<file path="src/rtl/pipe_stage_reg.sv">
`default_nettype none
// ============================================================================
// Module   : pipe_stage_reg
// Purpose  : Generic valid/ready pipeline stage register with data and
//            control payloads and an optional two-entry skid buffer.
//            SKID=1 gives a registered in_ready. SKID=0 gives a single
//            entry with a combinational in_ready.
//            Control bits are zero whenever the stage is empty.
//            Optional feature macro: PIPE_STAGE_PERF_EN adds the
//            saturating stall/bubble counters.
// Revision : 1.0 - initial release
// ============================================================================
module pipe_stage_reg #(
    parameter int DATA_W = 96,
    parameter int CTRL_W = 24,
    parameter int SKID   = 1,
    parameter int CNT_W  = 16
) (
    input  logic              clk,
    input  logic              rst_n,
    input  logic              flush,
    input  logic              in_valid,
    output logic              in_ready,
    input  logic [DATA_W-1:0] in_data,
    input  logic [CTRL_W-1:0] in_ctrl,
    output logic              out_valid,
    input  logic              out_ready,
    output logic [DATA_W-1:0] out_data,
    output logic [CTRL_W-1:0] out_ctrl,
    output logic [CNT_W-1:0]  stall_cnt,
    output logic [CNT_W-1:0]  bubble_cnt
);

    logic              w_in_ready;
    logic              w_out_valid;
    logic [DATA_W-1:0] w_out_data;
    logic [CTRL_W-1:0] w_out_ctrl;
    logic              w_in_fire;
    logic              w_out_fire;

    assign w_in_fire  = in_valid & w_in_ready;
    assign w_out_fire = w_out_valid & out_ready;

    generate
        if (SKID != 0) begin : g_skid
            typedef enum logic [1:0] {
                ST_EMPTY = 2'd0,
                ST_ONE   = 2'd1,
                ST_FULL  = 2'd2
            } state_t;

            state_t            r_state, w_state_nxt;
            logic [DATA_W-1:0] r_data, w_data_nxt;
            logic [CTRL_W-1:0] r_ctrl, w_ctrl_nxt;
            logic [DATA_W-1:0] r_skid_data, w_skid_data_nxt;
            logic [CTRL_W-1:0] r_skid_ctrl, w_skid_ctrl_nxt;
            logic              r_in_ready;

            // State and payload registers; in_ready is registered from the next state
            always_ff @(posedge clk or negedge rst_n) begin
                if (!rst_n) begin
                    r_state     <= ST_EMPTY;
                    r_data      <= '0;
                    r_ctrl      <= '0;
                    r_skid_data <= '0;
                    r_skid_ctrl <= '0;
                    r_in_ready  <= 1'b1;
                end else begin
                    r_state     <= w_state_nxt;
                    r_data      <= w_data_nxt;
                    r_ctrl      <= w_ctrl_nxt;
                    r_skid_data <= w_skid_data_nxt;
                    r_skid_ctrl <= w_skid_ctrl_nxt;
                    r_in_ready  <= (w_state_nxt != ST_FULL);
                end
            end

            // Next-state logic: flush beats the handshake, skid absorbs a stalled accept
            always_comb begin
                w_state_nxt     = r_state;
                w_data_nxt      = r_data;
                w_ctrl_nxt      = r_ctrl;
                w_skid_data_nxt = r_skid_data;
                w_skid_ctrl_nxt = r_skid_ctrl;
                if (flush) begin
                    w_state_nxt     = ST_EMPTY;
                    w_data_nxt      = '0;
                    w_ctrl_nxt      = '0;
                    w_skid_data_nxt = '0;
                    w_skid_ctrl_nxt = '0;
                end else begin
                    case (r_state)
                        ST_EMPTY: begin
                            if (w_in_fire) begin
                                w_state_nxt = ST_ONE;
                                w_data_nxt  = in_data;
                                w_ctrl_nxt  = in_ctrl;
                            end
                        end
                        ST_ONE: begin
                            if (w_in_fire && w_out_fire) begin
                                w_data_nxt = in_data;
                                w_ctrl_nxt = in_ctrl;
                            end else if (w_in_fire) begin
                                w_state_nxt     = ST_FULL;
                                w_skid_data_nxt = in_data;
                                w_skid_ctrl_nxt = in_ctrl;
                            end else if (w_out_fire) begin
                                // payload is held through the bubble, control is not
                                w_state_nxt = ST_EMPTY;
                                w_ctrl_nxt  = '0;
                            end
                        end
                        ST_FULL: begin
                            if (w_out_fire) begin
                                w_state_nxt     = ST_ONE;
                                w_data_nxt      = r_skid_data;
                                w_ctrl_nxt      = r_skid_ctrl;
                                w_skid_data_nxt = '0;
                                w_skid_ctrl_nxt = '0;
                            end
                        end
                        default: begin
                            w_state_nxt     = ST_EMPTY;
                            w_data_nxt      = '0;
                            w_ctrl_nxt      = '0;
                            w_skid_data_nxt = '0;
                            w_skid_ctrl_nxt = '0;
                        end
                    endcase
                end
            end

            assign w_in_ready  = r_in_ready;
            assign w_out_valid = (r_state != ST_EMPTY);
            assign w_out_data  = r_data;
            assign w_out_ctrl  = r_ctrl;
        end else begin : g_noskid
            typedef enum logic {
                ST_EMPTY = 1'b0,
                ST_ONE   = 1'b1
            } state_t;

            state_t            r_state, w_state_nxt;
            logic [DATA_W-1:0] r_data, w_data_nxt;
            logic [CTRL_W-1:0] r_ctrl, w_ctrl_nxt;

            // State and payload registers
            always_ff @(posedge clk or negedge rst_n) begin
                if (!rst_n) begin
                    r_state <= ST_EMPTY;
                    r_data  <= '0;
                    r_ctrl  <= '0;
                end else begin
                    r_state <= w_state_nxt;
                    r_data  <= w_data_nxt;
                    r_ctrl  <= w_ctrl_nxt;
                end
            end

            // Next-state logic: an accept in ONE implies the old entry left the same cycle
            always_comb begin
                w_state_nxt = r_state;
                w_data_nxt  = r_data;
                w_ctrl_nxt  = r_ctrl;
                if (flush) begin
                    w_state_nxt = ST_EMPTY;
                    w_data_nxt  = '0;
                    w_ctrl_nxt  = '0;
                end else if (w_in_fire) begin
                    w_state_nxt = ST_ONE;
                    w_data_nxt  = in_data;
                    w_ctrl_nxt  = in_ctrl;
                end else if (w_out_fire) begin
                    w_state_nxt = ST_EMPTY;
                    w_ctrl_nxt  = '0;
                end
            end

            assign w_out_valid = (r_state == ST_ONE);
            assign w_in_ready  = !w_out_valid | out_ready;
            assign w_out_data  = r_data;
            assign w_out_ctrl  = r_ctrl;
        end
    endgenerate

    assign in_ready  = w_in_ready;
    assign out_valid = w_out_valid;
    assign out_data  = w_out_data;
    assign out_ctrl  = w_out_ctrl;

`ifdef PIPE_STAGE_PERF_EN
    localparam logic [CNT_W-1:0] c_cnt_one = {{(CNT_W-1){1'b0}}, 1'b1};

    logic [CNT_W-1:0] r_stall_cnt;
    logic [CNT_W-1:0] r_bubble_cnt;

    // Saturating stall/bubble counters; sampled from the pre-edge state so a
    // flush cycle is counted by what the stage held before it was killed
    always_ff @(posedge clk or negedge rst_n) begin
        if (!rst_n) begin
            r_stall_cnt  <= '0;
            r_bubble_cnt <= '0;
        end else begin
            if (w_out_valid && !out_ready && (r_stall_cnt != '1))
                r_stall_cnt <= r_stall_cnt + c_cnt_one;
            if (!w_out_valid && out_ready && (r_bubble_cnt != '1))
                r_bubble_cnt <= r_bubble_cnt + c_cnt_one;
        end
    end

    assign stall_cnt  = r_stall_cnt;
    assign bubble_cnt = r_bubble_cnt;
`else
    assign stall_cnt  = '0;
    assign bubble_cnt = '0;
`endif

endmodule
`default_nettype wire

</file>
<file path="config.mk">
export PLATFORM = sky130hd
export DESIGN_NAME = pipe_stage_reg
export DESIGN_NICKNAME = d
export VERILOG_FILES = /design/src/rtl/pipe_stage_reg.sv
export SDC_FILE = /design/constraint.sdc
export NUM_CORES = 1
export LEC_CHECK = 0
export BUFFER_PORTS_ARGS = -buffer_cell sky130_fd_sc_hd__buf_2
export CAP_MARGIN = 20
export CORE_MARGIN = 2
export CORE_UTILIZATION = 30
export DETAILED_ROUTE_END_ITERATION = 8
export GPL_TIMING_DRIVEN = 0
export PLACE_DENSITY = 0.58
export REMOVE_ABC_BUFFERS = 1
export SLEW_MARGIN = 40
export SYNTH_ARGS = -nofsm -noshare
export SYNTH_HDL_FRONTEND = slang
export SYNTH_SLANG_ARGS = --single-unit
</file>
<file path="constraint.sdc">
create_clock -name clk -period 1.85 [get_ports clk]
set_input_delay 0.37 -clock clk [delete_from_list [all_inputs] [get_ports clk]]
set_output_delay 0.37 -clock clk [all_outputs]
set_load 0.02 [all_outputs]
</file>
# Yosys cells after proc, flatten, opt, wreduce, memory -nomap -nowiden
# Cells that the tools add are included.
# totals
register_bits	243
latch_bits	0
ram_bits	0
mem_bits_ro	0
input_bits	125
out_inout_bits	154
wordCells	51
mem_count	0
# op_classes
addsub	0
mul	0
div_mod_pow	0
n_lt_le_gt_ge	0
n_eq_ne	11
n_shift	0
n_mux	26
n_bitwise	2
n_reduce_logical	6
# op_table
cell	n
96-bit 2-to-1 mux	7
96-bit case mux with 3 select lines	2
24-bit 2-to-1 mux	8
24-bit case mux with 3 select lines	2
3-bit inequality test, second input constant	5
2-bit 2-to-1 mux	6
4-bit inequality test, second input constant	2
4-bit AND reduction	2
2-bit case mux with 3 select lines	1
2-bit inequality test, second input constant	2
3-bit AND reduction	1
1-bit bitwise AND	2
2-bit by 1-bit == test with 1-bit output, second input constant	1
2-bit == test, second input constant	1
2-bit zero test	1
2-bit nonzero test	1
1-bit logical AND	1

# Logic depth before layout (Yosys ltp)
# depth
depth_word	8
ltp_mapped	8
ltp_nobuf	4

# Least setup slack after synthesis
# OpenSTA, ideal clock, no wires.
# synth_timing
path_type	reg-to-reg
start	register g_skid.r_in_ready, in the netlist in_ready
end	register g_skid.r_data[0], in the netlist out_data[0]
setup_time_ns	0.125
t_arrival_ns	1.675
required_ns	1.725
path_slack_ns	0.050
stages_incl_launch_ff	8
path_buffers	3
synth_period_minus_slack_ns	1.800
path_cell_list	dfstp_2 nand2_1 a21oi_1 o32a_1 buf_2 buf_6 buf_6 mux2_4
# synth_via
elab_chain_cells	4
elab_cells_between_ends	5
# synth_lines
element	line_no	text
from (decl)	57	logic r_in_ready;
from (signal assigned)	74	r_in_ready <= (w_state_nxt != ST_FULL);
1-bit bitwise AND (*)	41	assign w_in_fire = in_valid & w_in_ready;
1-bit logical AND	101	if (w_in_fire && w_out_fire) begin
3-bit inequality test (no source line)	n/a	
3-bit AND reduction (no source line) (*)	n/a	
to (signal assigned)	70	r_data <= w_data_nxt;
to (decl)	53	logic [DATA_W-1:0] r_data, w_data_nxt;
# Every way passes the cells marked *; elsewhere a longest branch is shown, timed or not.
# A chain may end at the register's enable or synchronous reset.

# Worst setup path in the final report
# layout_timing
start	register g_skid.r_in_ready, in the netlist in_ready
end	register g_skid.r_data[57], in the netlist out_data[57]
# The elaborated chain is that of the path after synthesis.

==> key figures <==
Status
  • Status: finished, violations left
  • Failing checks: setup timing

Yosys
  • Synth Flop Type: dfrtp_1
  • Sequential area share after synthesis: 0.541
  • Mean Syn Cell Area: 12.3 um2
  • Ys async rst share: 1.00
  • Synthesized area: 11,300 um2
  • Area leader, netlist: dfrtp_1
  • YS warnings: 0
  • Cell variety after synth: 34
  • Area fraction of the dominant cell type after synthesis: 0.538
  • EDFF count, synth: 0
  • Register bit count reported by yosys: 243
  • Synth top area cells: dfrtp_1, a22o_1, mux2_2, mux2_4, nand2b_1
  • Cells after synthesis: 917

Floorplanning
  • Row count: 70
  • Die width: 198 um
  • Core ar.: 36,800 um2
  • Die height: roughly 200 um
  • I/O pin count: around 280
  • Die area: 39,100 um2
  • Starting Density: 0.306

Timing
  • Hold Violations, Final: 0
  • Finish-stage setup viols: 160
  • Max Freq: 0.496 GHz
  • Worst Max-Slew Pin Slew: approximately 0.66 ns
  • Setup Skew: 0.0110 ns
  • Fin crit period: ~2 ns
  • Period utilisation layout: 1.09
  • Worst slew margin: 0.557
  • RSZ-0062 raised after global routing: true
  • Worst setup margin: -0.165 ns
  • TNS Setup: -12.02 ns
  • Slew Viols, Final: 0

Global routing
  • Largest net degree at the start of global routing: 78
  • First-pass GRT wire length: 53,300 um
  • Grt ovf: 0
  • Initial antenna violation count: 7
  • Vias in the first global route: 8,759
  • Total track usage: 0.176

Min path
  • Hold Path Depth: 2
  • Hold Path Class: primary input to flop

Routing
  • Final wirelength: around 36,000 um
  • Vias per cell: between 5 and 6
  • Via count: between 8,000 and 9,000
  • Detail Route Antenna Nets: 0
  • DRT Pass-1 Iters: 5
  • Iteration-0 DRC Markers: ~500
  • Routed len/inst: 21.3 um
  • Number of remaining DRC errors: 0

Clock tree
  • CTS sink count: 243
  • Root Driver: clkbuf_16
  • CTS tree: done
  • Clk Latency, worst-skew pair: 0.57 ns
  • Num CTS Buffers: 30
  • H-Tree Depth: 1
  • Clk slew on worst S/H paths: 0.06 ns
  • Worst-case clock buffer depth: 3

Layout
  • Most common cell after layout, fill and taps aside: buf_2
  • Fin nets: 1,337
  • Final Cell Area: 15,500 um2
  • Fin util: 0.421
  • Layout fillers: 3,490
  • Layout cell share with drive strength beyond 1: 0.413
  • Commonest non-fill, non-tap cells in the layout: buf_2, dfrtp_1, a22o_1, nand3_1, mux2_4
  • Syn-to-layout area delta: 37.7%

Pwr
  • Worst VDD drop: about 660 uV
  • Static leakage: 0.00752 uW
  • PD cells: slightly above 900 nW/um2

Place
  • HPWL after detailed placement: 20,500 um
  • Pre-CTS WS: -1.04 ns
  • Placed Area: approximately 13,000 um2
  • I/O Buffers: roughly 250
  • GPL Wtd Cong: 0.733

Worst setup path
  • Slowest stage delay, CP: 0.56 ns
  • Reg2reg path depth: 9
  • Critical path launch point type: flop
  • Worst-path fanout max: 5
  • Flop2flop setup slack: -0.16 ns
  • Worst path slowest cell: dfstp_2
  • Critical path type: flop to flop
  • Required time worst endpoint: 2.29 ns
  • Crit-path cells: buf_6 > nand2_4 > a21oi_4 > o32a_4 > buf_12 > buf_16 > buf_12 > clkbuf_16 > mux2_4
  • Worst setup EP type: flop
  • Most common cell on crit path: buf_12
  • Critical path arrival: roughly 2.5 ns

Run
  • Max-Cap Viols: 0
-- metrics by stage --
stage          hold WS [ns]  cells  total power [uW]
2_1_floorplan        0.0744    830              7080
3_3_place_gp          0.484   1544              7960
3_5_place_dp          0.261   1573              8090
4_1_cts             0.00342   1680             14500
5_1_grt              0.0129   1702             15000
6_report             0.0385   1702             14400
-- synthesized netlist by cell type (3+ instances only) --
cell	count
nor2_1	3
dfrtp_1	242
buf_2	37
mux2i_1	24
a22o_1	172
nand2_1	6
mux2_4	40
buf_6	8
o21ai_0	64
buf_4	33
o2bb2ai_1	20
o21ai_1	9
clkbuf_1	34
buf_1	6
nand2b_1	69
mux2_2	56
a21oi_1	3
nand3_1	71
-- kinds of logic (layout without fill, tap and decap cells) --
logic type | count (synthesis) | in the layout | synth area share
other | 1 | 37 | 0.000333
buffers and inverters | 120 | 399 | 0.0605
and+or+nand+nor | 159 | 159 | 0.0801
muxes | 120 | 120 | 0.131
AOI/OAI and AO/OA | 274 | 276 | 0.188
DFF | 243 | 243 | 0.541
-- registers in the layout, summed over array words and instances (netlist names) --
register and count:
g_skid.r_state 2, out_ctrl 24, in_ready 1, g_skid.r_skid_data 96, out_data 96, g_skid.r_skid_ctrl 24
-- critical path: cells and delay by family (launching register included) --
family / cells / cell delay, ns
AOI/OAI and AO/OA: 2 / 0.36
buffers and inverters: 5 / 0.63
DFF: 1 / 0.56
muxes: 1 / 0.29
and+or+nand+nor: 1 / 0.05
-- report_power, final --
part	total, uW	internal [uW]	leakage [uW]	switching (uW)
clock network	5930	3570	0.000480	2360
logic	2670	1250	0.00378	1430
registers	5810	5630	0.00327	177
-- layout make-up --
class	count	area [um2]	area share
antenna	5	12.5	0.000808
clock buffer	44	895	0.0577
clock inverter	5	78.8	0.00509
inverter	2	7.51	0.000485
multi-input combinational	587	4850	0.313
sequential	243	6090	0.393
tap	468	586	0.0378
timing repair buffer	348	2970	0.192
-- final timing paths --
check                                  start                     end
worst max-delay path                in_ready            out_data[57]
worst min-delay path             in_data[68]  g_skid.r_skid_data[68]
worst max register to register      in_ready            out_data[57]
worst min register to register  out_data[71]            out_data[71]
max in group asynchronous              rst_n            out_data[22]
min in group asynchronous              rst_n  g_skid.r_skid_ctrl[12]
-- layer usage --
| layer | part of all wire | global-route usage |
|---|---|---|
| met1 | 0.43 | 0.232 |
| met2 | 0.49 | 0.287 |
| met3 | 0.053 | 0.0355 |
| met4 | 0.030 | 0.0652 |
| met5 | 0.00066 | 0 |
-- what timing repair did --
item,4_1_cts,5_1_grt
setup endpoints to repair,241,182
gates resized for setup,65,30
hold buffers,2,0
setup buffers,48,12
gates cloned,9,8
pin swaps,32,35
hold endpoints to repair,106,0
(Power assumes the default switching activity.)
